File: config.mk
export PLATFORM = sky130hd
export DESIGN_NAME = wav_stream_parser
export DESIGN_NICKNAME = d
export VERILOG_FILES = /design/src/rtl/wav_pkg.sv /design/src/rtl/le_shift32.sv /design/src/rtl/wav_stream_parser.sv
export SDC_FILE = /design/constraint.sdc
export NUM_CORES = 1
export LEC_CHECK = 0
export ABC_AREA = 1
export ABC_CLOCK_PERIOD_IN_PS = 8150
export BUFFER_PORTS_ARGS = -buffer_cell sky130_fd_sc_hd__buf_2
export CAP_MARGIN = 10
export CORE_MARGIN = 2
export CORE_UTILIZATION = 25
export CTS_CLUSTER_SIZE = 14
export DETAILED_ROUTE_END_ITERATION = 8
export PLACE_DENSITY_LB_ADDON = 0.05
export SLEW_MARGIN = 0
export SYNTH_ARGS = -nofsm -noshare
export SYNTH_HDL_FRONTEND = slang
export SYNTH_SLANG_ARGS = --single-unit
File: constraint.sdc
create_clock -name clk -period 8.15 [get_ports clk]
set_input_delay 1.63 -clock clk [delete_from_list [all_inputs] [get_ports clk]]
set_output_delay 1.63 -clock clk [all_outputs]
set_load 0.01 [all_outputs]
File: src/rtl/wav_pkg.sv
// Shared WAV parser definitions: chunk ids as little-endian words, FSM encoding
// and the fmt-chunk constants.
package wav_pkg;

   typedef enum logic [2:0] {
      S_RIFF = 3'd0,
      S_WAVE = 3'd1,
      S_CHDR = 3'd2,
      S_FMT  = 3'd3,
      S_SKIP = 3'd4,
      S_DATA = 3'd5,
      S_DONE = 3'd6,
      S_ERR  = 3'd7
   } wav_state_e;

   // First byte on the wire lands in bits [7:0].
   localparam logic [31:0] ID_RIFF = 32'h4646_4952;
   localparam logic [31:0] ID_WAVE = 32'h4556_4157;
   localparam logic [31:0] ID_FMT  = 32'h2074_6d66;
   localparam logic [31:0] ID_DATA = 32'h6174_6164;

   localparam logic [15:0] WAV_FMT_PCM  = 16'd1;
   localparam logic [31:0] FMT_MIN_SIZE = 32'd16;

endpackage

File: src/rtl/le_shift32.sv
// Four-byte little-endian accumulator. peek_o shows the word as it will look
// once the byte currently on byte_i is shifted in; clr_i with shift_i restarts at that byte.
module le_shift32 (
   input  logic        clk,
   input  logic        rst,
   input  logic        clr_i,
   input  logic        shift_i,
   input  logic [7:0]  byte_i,
   output logic [31:0] word_o,
   output logic [31:0] peek_o,
   output logic [2:0]  cnt_o
);

   logic [31:0] word_q;
   logic [2:0]  cnt_q;

   assign peek_o = {byte_i, (clr_i ? 24'h0 : word_q[31:8])};
   assign word_o = word_q;
   assign cnt_o  = cnt_q;

   always_ff @(posedge clk or posedge rst) begin
      if (rst) begin
         word_q <= 32'h0;
         cnt_q  <= 3'd0;
      end else if (clr_i || shift_i) begin
         word_q <= shift_i ? peek_o : 32'h0;
         if (clr_i)
            cnt_q <= shift_i ? 3'd1 : 3'd0;
         else if (cnt_q != 3'd4)
            cnt_q <= cnt_q + 3'd1;
      end
   end

endmodule

File: src/rtl/wav_stream_parser.sv
// RIFF/WAVE header walker between the flash reader and the byte assembler:
// validates the header, latches fmt fields and forwards only data-chunk payload.
//
//  state  | meaning
//  S_RIFF | "RIFF" magic, then 4 ignored size bytes
//  S_WAVE | "WAVE" form type
//  S_CHDR | 4-byte chunk id + 4-byte chunk size
//  S_FMT  | fmt body: format, channels, rate, bits; extra bytes + pad skipped
//  S_SKIP | unknown chunk body plus pad byte
//  S_DATA | payload forwarded byte by byte
//  S_DONE | payload complete, input ignored
//  S_ERR  | malformed header, input ignored
module wav_stream_parser
   import wav_pkg::*;
#(
   parameter int unsigned EXPECT_BITS   = 16,
   parameter int unsigned MAX_HDR_BYTES = 4096
) (
   input  logic        clk,
   input  logic        rst,
   input  logic        restart,
   input  logic [7:0]  byte_in,
   input  logic        byte_valid,
   output logic [7:0]  byte_out,
   output logic        byte_out_valid,
   output logic        hdr_ok,
   output logic        hdr_err,
   output logic        stream_done,
   output logic [15:0] num_channels,
   output logic [31:0] sample_rate,
   output logic [31:0] data_len
);

   localparam int unsigned    IDX_W    = $clog2(MAX_HDR_BYTES);
   localparam logic [IDX_W-1:0] IDX_LAST = IDX_W'(MAX_HDR_BYTES - 1);

   wav_state_e        state_q, state_d;
   logic [4:0]        cnt_q, cnt_d;
   logic [31:0]       rem_q, rem_d;
   logic              pad_q, pad_d;
   logic [IDX_W-1:0]  idx_q, idx_d;
   logic              fmt_seen_q, fmt_seen_d;
   logic [15:0]       chan_q, chan_d;
   logic [31:0]       rate_q, rate_d;
   logic [31:0]       len_q, len_d;
   logic [7:0]        bout_q, bout_d;
   logic              bvalid_q, bvalid_d;
   logic              hdr_ok_q, hdr_err_q, done_q;

   logic              id_clr, id_shift, sz_clr, sz_shift;
   logic [31:0]       id_word, id_peek, sz_peek, sz_word_unused;
   logic [2:0]        id_cnt, sz_cnt;
   logic              chunk_end;

   le_shift32 u_id (
      .clk     (clk),
      .rst     (rst),
      .clr_i   (id_clr),
      .shift_i (id_shift),
      .byte_i  (byte_in),
      .word_o  (id_word),
      .peek_o  (id_peek),
      .cnt_o   (id_cnt)
   );

   le_shift32 u_sz (
      .clk     (clk),
      .rst     (rst),
      .clr_i   (sz_clr),
      .shift_i (sz_shift),
      .byte_i  (byte_in),
      .word_o  (sz_word_unused),
      .peek_o  (sz_peek),
      .cnt_o   (sz_cnt)
   );

   // The pad byte of an odd chunk is consumed once rem has already reached zero.
   assign chunk_end = (rem_q == 32'd0) || ((rem_q == 32'd1) && !pad_q);

   always_comb begin
      state_d    = state_q;
      cnt_d      = cnt_q;
      rem_d      = rem_q;
      pad_d      = pad_q;
      idx_d      = idx_q;
      fmt_seen_d = fmt_seen_q;
      chan_d     = chan_q;
      rate_d     = rate_q;
      len_d      = len_q;
      bout_d     = bout_q;
      bvalid_d   = 1'b0;
      id_clr     = 1'b0;
      id_shift   = 1'b0;
      sz_clr     = 1'b0;
      sz_shift   = 1'b0;

      if (restart) begin
         state_d    = S_RIFF;
         cnt_d      = 5'd0;
         rem_d      = 32'd0;
         pad_d      = 1'b0;
         idx_d      = '0;
         fmt_seen_d = 1'b0;
         chan_d     = 16'd0;
         rate_d     = 32'd0;
         len_d      = 32'd0;
         bout_d     = 8'd0;
         id_clr     = 1'b1;
         sz_clr     = 1'b1;
      end else if (byte_valid) begin
         if (idx_q != IDX_LAST)
            idx_d = idx_q + 1'b1;

         unique case (state_q)
            S_RIFF: begin
               id_clr   = (cnt_q == 5'd0);
               id_shift = (cnt_q < 5'd4);
               cnt_d    = cnt_q + 5'd1;
               if (id_cnt == 3'd3 && id_peek != ID_RIFF)
                  state_d = S_ERR;
               else if (cnt_q == 5'd7) begin
                  state_d = S_WAVE;
                  cnt_d   = 5'd0;
               end
            end
            S_WAVE: begin
               id_clr   = (cnt_q == 5'd0);
               id_shift = 1'b1;
               cnt_d    = cnt_q + 5'd1;
               if (id_cnt == 3'd3) begin
                  cnt_d   = 5'd0;
                  state_d = (id_peek == ID_WAVE) ? S_CHDR : S_ERR;
               end
            end
            S_CHDR: begin
               id_clr   = (cnt_q == 5'd0);
               id_shift = (cnt_q < 5'd4);
               sz_clr   = (cnt_q == 5'd4);
               sz_shift = (cnt_q >= 5'd4);
               cnt_d    = cnt_q + 5'd1;
               if (sz_cnt == 3'd3) begin
                  cnt_d = 5'd0;
                  rem_d = sz_peek;
                  pad_d = sz_peek[0];
                  if (id_word == ID_FMT)
                     state_d = (sz_peek < FMT_MIN_SIZE) ? S_ERR : S_FMT;
                  else if (id_word == ID_DATA) begin
                     if (!fmt_seen_q)
                        state_d = S_ERR;
                     else begin
                        len_d   = sz_peek;
                        pad_d   = 1'b0;
                        state_d = (sz_peek == 32'd0) ? S_DONE : S_DATA;
                     end
                  end else
                     state_d = (sz_peek == 32'd0) ? S_CHDR : S_SKIP;
               end
            end
            S_FMT: begin
               // Fields are reassembled in u_id; each clear marks the first byte of one.
               id_clr   = (cnt_q == 5'd0) || (cnt_q == 5'd2) ||
                          (cnt_q == 5'd4) || (cnt_q == 5'd14);
               id_shift = (cnt_q < 5'd16);
               if (cnt_q < 5'd16)
                  cnt_d = cnt_q + 5'd1;
               if (rem_q != 32'd0)
                  rem_d = rem_q - 32'd1;
               if (cnt_q == 5'd1 && id_peek[31:16] != WAV_FMT_PCM)
                  state_d = S_ERR;
               if (cnt_q == 5'd3)
                  chan_d = id_peek[31:16];
               if (cnt_q == 5'd7)
                  rate_d = id_peek;
               if (cnt_q == 5'd15) begin
                  if (id_peek[31:16] != 16'(EXPECT_BITS))
                     state_d = S_ERR;
                  else
                     fmt_seen_d = 1'b1;
               end
               if (state_d == S_FMT && chunk_end) begin
                  state_d = S_CHDR;
                  cnt_d   = 5'd0;
               end
            end
            S_SKIP: begin
               if (rem_q != 32'd0)
                  rem_d = rem_q - 32'd1;
               if (chunk_end) begin
                  state_d = S_CHDR;
                  cnt_d   = 5'd0;
               end
            end
            S_DATA: begin
               bout_d   = byte_in;
               bvalid_d = 1'b1;
               rem_d    = rem_q - 32'd1;
               if (rem_q == 32'd1)
                  state_d = S_DONE;
            end
            default: ;
         endcase

         if (state_q != S_DATA && state_q != S_DONE && state_q != S_ERR &&
             idx_q == IDX_LAST && state_d != S_DATA && state_d != S_DONE)
            state_d = S_ERR;
      end
   end

   always_ff @(posedge clk or posedge rst) begin
      if (rst) begin
         state_q    <= S_RIFF;
         cnt_q      <= 5'd0;
         rem_q      <= 32'd0;
         pad_q      <= 1'b0;
         idx_q      <= '0;
         fmt_seen_q <= 1'b0;
         chan_q     <= 16'd0;
         rate_q     <= 32'd0;
         len_q      <= 32'd0;
         bout_q     <= 8'd0;
         bvalid_q   <= 1'b0;
         hdr_ok_q   <= 1'b0;
         hdr_err_q  <= 1'b0;
         done_q     <= 1'b0;
      end else begin
         state_q    <= state_d;
         cnt_q      <= cnt_d;
         rem_q      <= rem_d;
         pad_q      <= pad_d;
         idx_q      <= idx_d;
         fmt_seen_q <= fmt_seen_d;
         chan_q     <= chan_d;
         rate_q     <= rate_d;
         len_q      <= len_d;
         bout_q     <= bout_d;
         bvalid_q   <= bvalid_d;
         hdr_ok_q   <= (state_d == S_DATA) || (state_d == S_DONE);
         hdr_err_q  <= (state_d == S_ERR);
         done_q     <= (state_d == S_DONE);
      end
   end

   assign byte_out       = bout_q;
   assign byte_out_valid = bvalid_q;
   assign hdr_ok         = hdr_ok_q;
   assign hdr_err        = hdr_err_q;
   assign stream_done    = done_q;
   assign num_channels   = chan_q;
   assign sample_rate    = rate_q;
   assign data_len       = len_q;

endmodule
# Word-level counts from Yosys, hierarchy flattened
# Index checks and enable logic that the tools add are counted.
# totals
output_inout_bits	92
ff_bits	216
elab_cells	217
in_bits	12
# op_classes
magnitude_cmp	4
muxes	99
eq_ne	40
add_sub_neg	5
reduce_logical	51
# ops
op	n
$mux 32	17
$pmux 32 s3	1
$mux 3	27
$eq 32x31->1 const B	2
$logic_not 32->1	2
$mux 16	4
$mux 24	2
$mux 5	9
$mux 12	3
$eq 32x1->1 const B	1
$eq 32x30->1 const B	1
$lt 32x5->1 const B	1
$ne 32x31->1 const B	1
$reduce_bool 32->1	1
$sub 32x1->32 const B	1
$mux 1	27
$ne 3x3->1 const B	9
$reduce_bool 2->1	13
$pmux 5 s5	1
$mux 8	3
$pmux 3 s6	1
$ne 16x1->1 const B	1
$ne 16x5->1 const B	1
$eq 3x2->1 const B	5
other kinds (33)	65

# Longest topological paths before layout
# Gate-level depths: netlist (run 1).
# logic_depth
word_depth	30
depth_mapped	26

# By module
# A second synthesis (run 1) with hierarchy kept.
# hier_totals
hier_cells	1528
area_unflattened_um2	11549.8
# by_module_without_submodules
module	seq_area_each_um2	instances	area_per_inst_um2	cells_each
wav_stream_parser	3653.5	1	8281.7	1148
le_shift32	875.8	2	1634.1	190

# Worst setup path after synthesis (run 1)
# OpenSTA, ideal clock, no wires.
# synth_timing
path_type	input -> register
from	in restart
to	reg hdr_ok_q (netlist: hdr_ok)
setup_time_ns	0.117
path_slack_ns	4.676
path_buffers	2
arrival_ns	3.357
cell_stages	18
cell_sequence	buf_2 > inv_1 > clkbuf_1 > nand4_1 > inv_1 > nand2_1 > nor2_1 > nand2_1 > nand3_2 > nand3_1 > a21oi_1 > nand3_2 > nand2_1 > nand2_2 > nand2_2 > nor2_1 > nand2_1 > nand2_1
# synth_between
elab_chain_len	24
elab_cells_between_ends	44
# synth_lines
item	line_no	text
start, declared	wav_stream_parser.sv:21	input logic restart,
$mux 1	wav_stream_parser.sv:97	if (restart) begin
$mux 24	le_shift32.sv:17	assign peek_o = {byte_i, (clr_i ? 24'h0 : word_q[31:8])};
$ne 16x1->1	wav_stream_parser.sv:168	if (cnt_q == 5'd1 && id_peek[31:16] != WAV_FMT_PCM)
$logic_and 1x1->1	wav_stream_parser.sv:168	
$mux 3	wav_stream_parser.sv:168	
$mux 3	wav_stream_parser.sv:175	if (id_peek[31:16] != 16'(EXPECT_BITS))
$mux 3	wav_stream_parser.sv:174	if (cnt_q == 5'd15) begin
$mux 3	wav_stream_parser.sv:114	unique case (state_q)
(+7 left out)	-	
$mux 3	wav_stream_parser.sv:97	
$ne 3x3->1	wav_stream_parser.sv:204	idx_q == IDX_LAST && state_d != S_DATA && state_d != S_DONE)
$logic_and 1x1->1 (2 in a row)	wav_stream_parser.sv:204	
$mux 3	wav_stream_parser.sv:203	if (state_q != S_DATA && state_q != S_DONE && state_q != S_ERR &&
$mux 3	wav_stream_parser.sv:110	end else if (byte_valid) begin
$mux 3 *	wav_stream_parser.sv:97	
$eq 3x3->1	wav_stream_parser.sv:237	hdr_ok_q <= (state_d == S_DATA) || (state_d == S_DONE);
$logic_or 1x1->1 *	wav_stream_parser.sv:237	
end signal, assigned	wav_stream_parser.sv:237	
end, declared	wav_stream_parser.sv:48	logic hdr_ok_q, hdr_err_q, done_q;
# Every way passes the cells marked *; elsewhere a longest branch is shown, timed or not. The select of a mux whose other input is x is not followed.
# A chain may end at the register's enable or synchronous reset.

# Worst setup path in the final report (run 1)
# layout_timing
from	reg state_q[1]
to	reg rem_q[27]
# layout_between
elab_chain_len	5
elab_cells_between_ends	12
# layout_lines
item	line_no	text
start, declared	wav_stream_parser.sv:37	wav_state_e state_q, state_d;
start signal, assigned	wav_stream_parser.sv:226	state_q <= state_d;
$eq 3x3->1 or $eq 3x2->1 (tied branches)	wav_stream_parser.sv:114	
$reduce_or 2->1 (no line)	-	
$pmux 32 s3	wav_stream_parser.sv:114	
$mux 32	wav_stream_parser.sv:110	
$mux 32	wav_stream_parser.sv:97	
end signal, assigned	wav_stream_parser.sv:228	rem_q <= rem_d;
end, declared	wav_stream_parser.sv:39	logic [31:0] rem_q, rem_d;
# Several ways; a longest one is shown, not always the timed one. The select of a mux whose other input is x is not followed.

==> results of run 1 <==
[logic make-up (layout without fill, tap and decap cells)]
kind of cell,Yosys count,count (layout),synth area share (%)
AND/OR/NAND/NOR,518,518,22.3
AO/OA/AOI/OAI,302,302,16.5
buffers and inverters,212,327,7.83
flip-flops,208,208,50.4
adder cells (fa/ha/maj),14,14,1.70
XOR/XNOR,14,14,1.19
[metrics by stage]
stage	instances	power [uW]	hold WS, ps	util [%]
floorplan	1268	1410	433	-
global placement	1865	1550	458	28.0
detailed placement	1865	1550	463	28.0
CTS	1915	2880	477	30.3
global route	1915	2970	505	30.3
finish	1915	2820	475	30.3
[routing by layer]
metal | vias to the layer above | share of wire, % | GRT usage (%)
li1 | 4429 | - | -
met1 | 4310 | 47 | 22.7
met2 | 151 | 47 | 27.3
met3 | 49 | 3.1 | 2.14
met4 | 0 | 2.3 | 3.92
met5 | - | 0 | 0
[power by group]
group          internal [uW]  switching, uW  leakage (uW)  total [uW]
Sequential              1070           29.2       0.00287        1100
Combinational            120            305       0.00245         425
Clock                    806            493      0.000474        1300
Total                   1990            827       0.00579        2820
[Yosys cell counts (all sizes together), types with 9 or more instances]
cell type	number	area share, %
nor4	12	0.91
inv	162	5.9
o21ai	164	8.0
clkbuf	38	1.4
buf	10	0.49
nor3	30	1.6
ha	14	1.7
dfrtp	208	50
o22ai	61	3.7
nor2	112	4.4
o211ai	9	0.65
nand3	66	3.6
a21oi	43	2.2
nand4	17	1.0
xor2	13	1.1
nand2	274	10
[worst min path at each step]
stage                                            start                           end  slack [ps]  depth (start not counted)
after global placement            idx_q[8]$_DFFE_PP0P_          idx_q[8]$_DFFE_PP0P_         460                          1
after CTS                         idx_q[8]$_DFFE_PP0P_          idx_q[8]$_DFFE_PP0P_         480                          1
after detailed placement          idx_q[8]$_DFFE_PP0P_          idx_q[8]$_DFFE_PP0P_         460                          1
after floorplan                   idx_q[8]$_DFFE_PP0P_          idx_q[8]$_DFFE_PP0P_         430                          1
after global routing      num_channels[14]$_DFFE_PP0P_  num_channels[14]$_DFFE_PP0P_         510                          2
final                      sample_rate[11]$_DFFE_PP0P_   sample_rate[11]$_DFFE_PP0P_         470                          2
[worst min-delay path: stages, from the launching register on]
cell	delay, ps
dfrtp_1	340
nand2_1	50
o21ai_0	50
[cell type report]
class / count / area (sq um)
sequential: 208 / 5200
inverter: 164 / 623
clock inverter: 13 / 180
clock buffer: 37 / 793
fill: 4411 / 28400
timing repair buffer: 113 / 591
tap: 532 / 666
multi-input combinational: 848 / 4330
[flip-flops by register name, summed over array words and instances (netlist names)]
| name | count |
|---|---|
| pad_q | 1 |
| data_len | 32 |
| rem_q | 32 |
| u_id.word_o | 32 |
| u_sz.cnt_o | 3 |
| stream_done | 1 |
| byte_out | 8 |
| hdr_ok | 1 |
| num_channels | 16 |
| cnt_q | 5 |
| u_id.cnt_o | 3 |
| hdr_err | 1 |
| fmt_seen_q | 1 |
| sample_rate | 32 |
| idx_q | 12 |
| state_q | 3 |
| byte_out_valid | 1 |
| u_sz.word_o | 24 |
==> results.toml, run 1 <==
[pwr]
powerDensity_mw_per_mm2 = 228
p_leak_uw = 0.00579
ir_drop_uv = 144

[clock_network]
cts_setup_buffers = 0
clkSlewWorstSetupHoldPaths_ps = 60
clock_latency_ps = 560
cts_tree = "done"
cts_resized = 0
cts-htree-levels = 1
numClockSinks = 208
cts_buffers = 27
cts-root-buf = "clkbuf_16"
cts_hold_buf = 0
clockBufferDepth = 3

[logic_synthesis]
syn_area_sq_mm = 0.0103
postSynthAreaPerCell_sq_um = 8.14
synth_edf_count = 0
synth_nets = 1294
yosys.cell_types.count = 44
async_flop_share_pct = 100
synth.yosys.seq_area_share_pct = 50.4
synth-seq-cells = 208
synth_ff_type = "dfrtp_1"
syn_inst = 1268
yosys_warnings = 0

[die]
core.rowCount = 74
pin_count = 104
dieArea_sq_mm = 0.0429
die_w_microns = 207
die_h_microns = 207
coreArea_sq_mm = 0.0408
start_util_pct = 25.3

[final_layout]
final_area_sq_mm = 0.0124
drive_gt1_share_pct = 16.2
nNetsFinal = 1388
layout_commonest_cell = "nand2_1"
syn_to_final_growth_pct = 20.1
diodes = 0
layout_common_cells = "nand2_1, dfrtp_1, o21ai_0"

[global_routing]
grt_start_max_net_pins = 106
antenna_found_initial = 0
grt_pass1_vias = 9122
grt_pass1_wl_mm = 55.7
grt_overflow = 0
grt_usage_pct = 16.4

[setup_path]
path_class = "reg2reg"
reg2reg_to = "rem_q[27]$_DFFE_PP0P_"
worstPathMaxFanout = 36
cp_top_family = "simple AND/OR/NAND/NOR gates"
rrSetupSlack_ps = 3990
crit_path_max_incr_delay_ps = 690
cp_cell_sequence = "inv_2, nor2_2, inv_1, nand2_1, nor2_4, inv_2, o21ai_1, a21oi_1, nor2_2, inv_1, o21ai_0"
crit_path_end = "rem_q[27]$_DFFE_PP0P_"
critPathRequiredTime_ps = 8610
crit-reg2reg-launch = "state_q[1]$_DFF_PP0_"
ff2ff_path_depth = 11
worst-path-stages = 11
cp.arrival_ps = 4620
cp-start-kind = "register"
critPathLaunch = "state_q[1]$_DFF_PP0_"
critPathBufInv = 4
critPathSlowestCell = "nor2_4"
end_kind = "register"

[place]
dp_hpwl_mm = 25.0
port_buffers = 103
pre_cts_slack_ps = 3460
placed_cell_area_sq_mm = 0.0114
place.gp.congestion = 0.787

[routing]
ant_nets = 0
num_vias = 8939
drtIter0Drc = 508
wire_per_inst_microns = 18.4
route.detailed.drc = 0
detailedRoute.firstPassIterationCount = 5
wl_mm = 35.2
viasPerCell = 4.67

[outcome]
status = "finished, final reports clean"

[sta]
rsz0062_at_grt = "no"
setup_tns_ps = 0
period_share_pct = 51.1
period_needed_ps = 4160
worst_slew_pin_slew_ps = 1060
fin_ws_ps = 3990
fmax_ghz = 0.240
slew_viol_final = 0
finClkSkew_ps = 15.1
hold_viol_final = 0
setup_viol = 0
relSlewSlack_pct = 29.5

[hold_path]
hold_path.class = "reg2reg"

[flow_run]
maxCapViolations = 0
Note: power is estimated with default switching activity, not from simulation.
==> run 2, diff against run 1 <==
--- a/config.mk
+++ b/config.mk
@@ -6,7 +6,7 @@
 export NUM_CORES = 1
 export LEC_CHECK = 0
 export ABC_AREA = 1
-export ABC_CLOCK_PERIOD_IN_PS = 8150
+export ABC_CLOCK_PERIOD_IN_PS = 3820
 export BUFFER_PORTS_ARGS = -buffer_cell sky130_fd_sc_hd__buf_2
 export CAP_MARGIN = 10
 export CORE_MARGIN = 2
==> constraint.sdc (replaced) <==
create_clock -name clk -period 3.82 [get_ports clk]
set_input_delay 0.764 -clock clk [delete_from_list [all_inputs] [get_ports clk]]
set_output_delay 0.764 -clock clk [all_outputs]
set_load 0.01 [all_outputs]
==> results.toml, run 2 (synthesized netlist as in run 1, its figures left out) <==
[setup_path]
crit_path_end = "rem_q[17]$_DFFE_PP0P_"
critPathBufInv = 3
rrSetupSlack_ps = 660
cp-start-kind = "register"
critPathSlowestCell = "nand2_1"
worstPathMaxFanout = 14
ff2ff_path_depth = 12
reg2reg_to = "rem_q[17]$_DFFE_PP0P_"
critPathLaunch = "rem_q[0]$_DFFE_PP0P_"
crit-reg2reg-launch = "rem_q[0]$_DFFE_PP0P_"
critPathRequiredTime_ps = 4260
crit_path_max_incr_delay_ps = 450
path_class = "reg2reg"
end_kind = "register"
cp_cell_sequence = "inv_1, ha_1, inv_1, nor3_1, nand2_1, nor2_1, nand4_1, nor2_1, a21oi_1, nand2_1, inv_2, a32o_1"
cp_top_family = "simple AND/OR/NAND/NOR gates"
worst-path-stages = 12
cp.arrival_ps = 3600

[routing]
num_vias = 8970
route.detailed.drc = 0
wire_per_inst_microns = 18.5
ant_nets = 0
viasPerCell = 4.66
detailedRoute.firstPassIterationCount = 4
drtIter0Drc = 442
wl_mm = 35.5

[pwr]
p_sw_uw = 1710
p_leak_uw = 0.00579
combPwrFrac_pct = 16.0
ir_drop_uv = 308
p_seq_share_pct = 40.9
swShare_pct = 29.9
powerDensity_mw_per_mm2 = 464
clockPowerShare_pct = 43.1
p_int_uw = 4020

[place]
place.gp.congestion = 0.791
port_buffers = 103
dp.cells = 1877
dp_hpwl_mm = 25.8

[global_routing]
grt_overflow = 0
grt_pass1_vias = 9314
grt_pass1_wl_mm = 56.1
grt_start_max_net_pins = 80
antenna_found_initial = 0
grt_usage_pct = 16.5

[die]
start_util_pct = 25.3
die_w_microns = 207
pin_count = 104
coreArea_sq_mm = 0.0408
core.rowCount = 74
dieArea_sq_mm = 0.0429
die_h_microns = 207

[hold_path]
hold_path.class = "in2async"

[clock_network]
cts-htree-levels = 1
cts_resized = 0
clockBufferDepth = 3
numClockSinks = 208
clkSlewWorstSetupHoldPaths_ps = 60
cts-root-buf = "clkbuf_16"
cts_tree = "done"
cts_hold_buf = 0
cts_buffers = 28
clock_latency_ps = 560
cts_setup_buffers = 0

[final_layout]
fin_cells = 1924
drive_gt1_share_pct = 16.1
syn_to_final_growth_pct = 19.9
layout_common_cells = "nand2_1, dfrtp_1, o21ai_0"
nNetsFinal = 1401
diodes = 0
layout_commonest_cell = "nand2_1"

[sta]
fin_hold_ws_ps = 337
setup_viol = 0
period_share_pct = 82.8
slew_viol_final = 0
fmax_ghz = 0.316
finClkSkew_ps = 13.9
setup_tns_ps = 0
hold_viol_final = 0
worst_slew_pin_slew_ps = 933
period_needed_ps = 3160
rsz0062_at_grt = "no"
relSlewSlack_pct = 37.8

[outcome]
status = "finished, final reports clean"

[flow_run]
maxCapViolations = 0
-- run 2: worst min path at each step --
stage	from	to	slack (ps)	cells past startpoint
2_1_floorplan	idx_q[8]$_DFFE_PP0P_	idx_q[8]$_DFFE_PP0P_	430	1
3_3_place_gp	idx_q[8]$_DFFE_PP0P_	idx_q[8]$_DFFE_PP0P_	450	1
3_5_place_dp	idx_q[8]$_DFFE_PP0P_	idx_q[8]$_DFFE_PP0P_	460	1
4_1_cts	rst	sample_rate[4]$_DFFE_PP0P_	340	3
5_1_grt	rst	sample_rate[4]$_DFFE_PP0P_	370	3
6_report	rst	sample_rate[5]$_DFFE_PP0P_	340	3
-- run 2: power groups by stage --
stage	combinational [uW]	sequential, uW	clock (uW)
after global placement	942	2380	0
after detailed placement	935	2380	0
after global routing	1040	2350	2640
after CTS	935	2340	2560
final	919	2340	2470
after floorplan	616	2380	0
-- run 2: layout make-up --
type | count | area, sq um
fill | 4409 | 28500
sequential | 208 | 5200
multi-input combinational | 848 | 4330
clock buffer | 45 | 836
timing repair buffer | 125 | 706
tap | 532 | 666
inverter | 164 | 619
clock inverter | 2 | 12.5
-- run 2: layer usage --
| layer | vias up | global-route usage [%] | part of all wire (%) |
|---|---|---|---|
| met5 | - | 0 | 0 |
| met4 | 0 | 3.33 | 1.7 |
| met2 | 132 | 27.2 | 48 |
| li1 | 4447 | - | - |
| met3 | 38 | 2.40 | 3.2 |
| met1 | 4353 | 22.9 | 48 |
-- run 2: worst reg2reg max path: stages (launching register included) --
cell and delay, ps:
dfrtp_1 400, inv_1 100, ha_1 190, inv_1 70
nor3_1 250, nand2_1 160, nor2_1 150, nand4_1 210
nor2_1 300, a21oi_1 150, nand2_1 450, inv_2 290
a32o_1 330
-- run 2: per-stage QoR --
step           utilization (%)  setup WS, ps  total power (uW)  area (sq um)
6_report                  30.3           658              5740         12400
3_3_place_gp              28.2           633              3330         11500
3_5_place_dp              28.2           597              3320         11500
5_1_grt                   30.3           292              6030         12400
4_1_cts                   30.3           685              5840         12400
2_1_floorplan                -           356              3000         10300
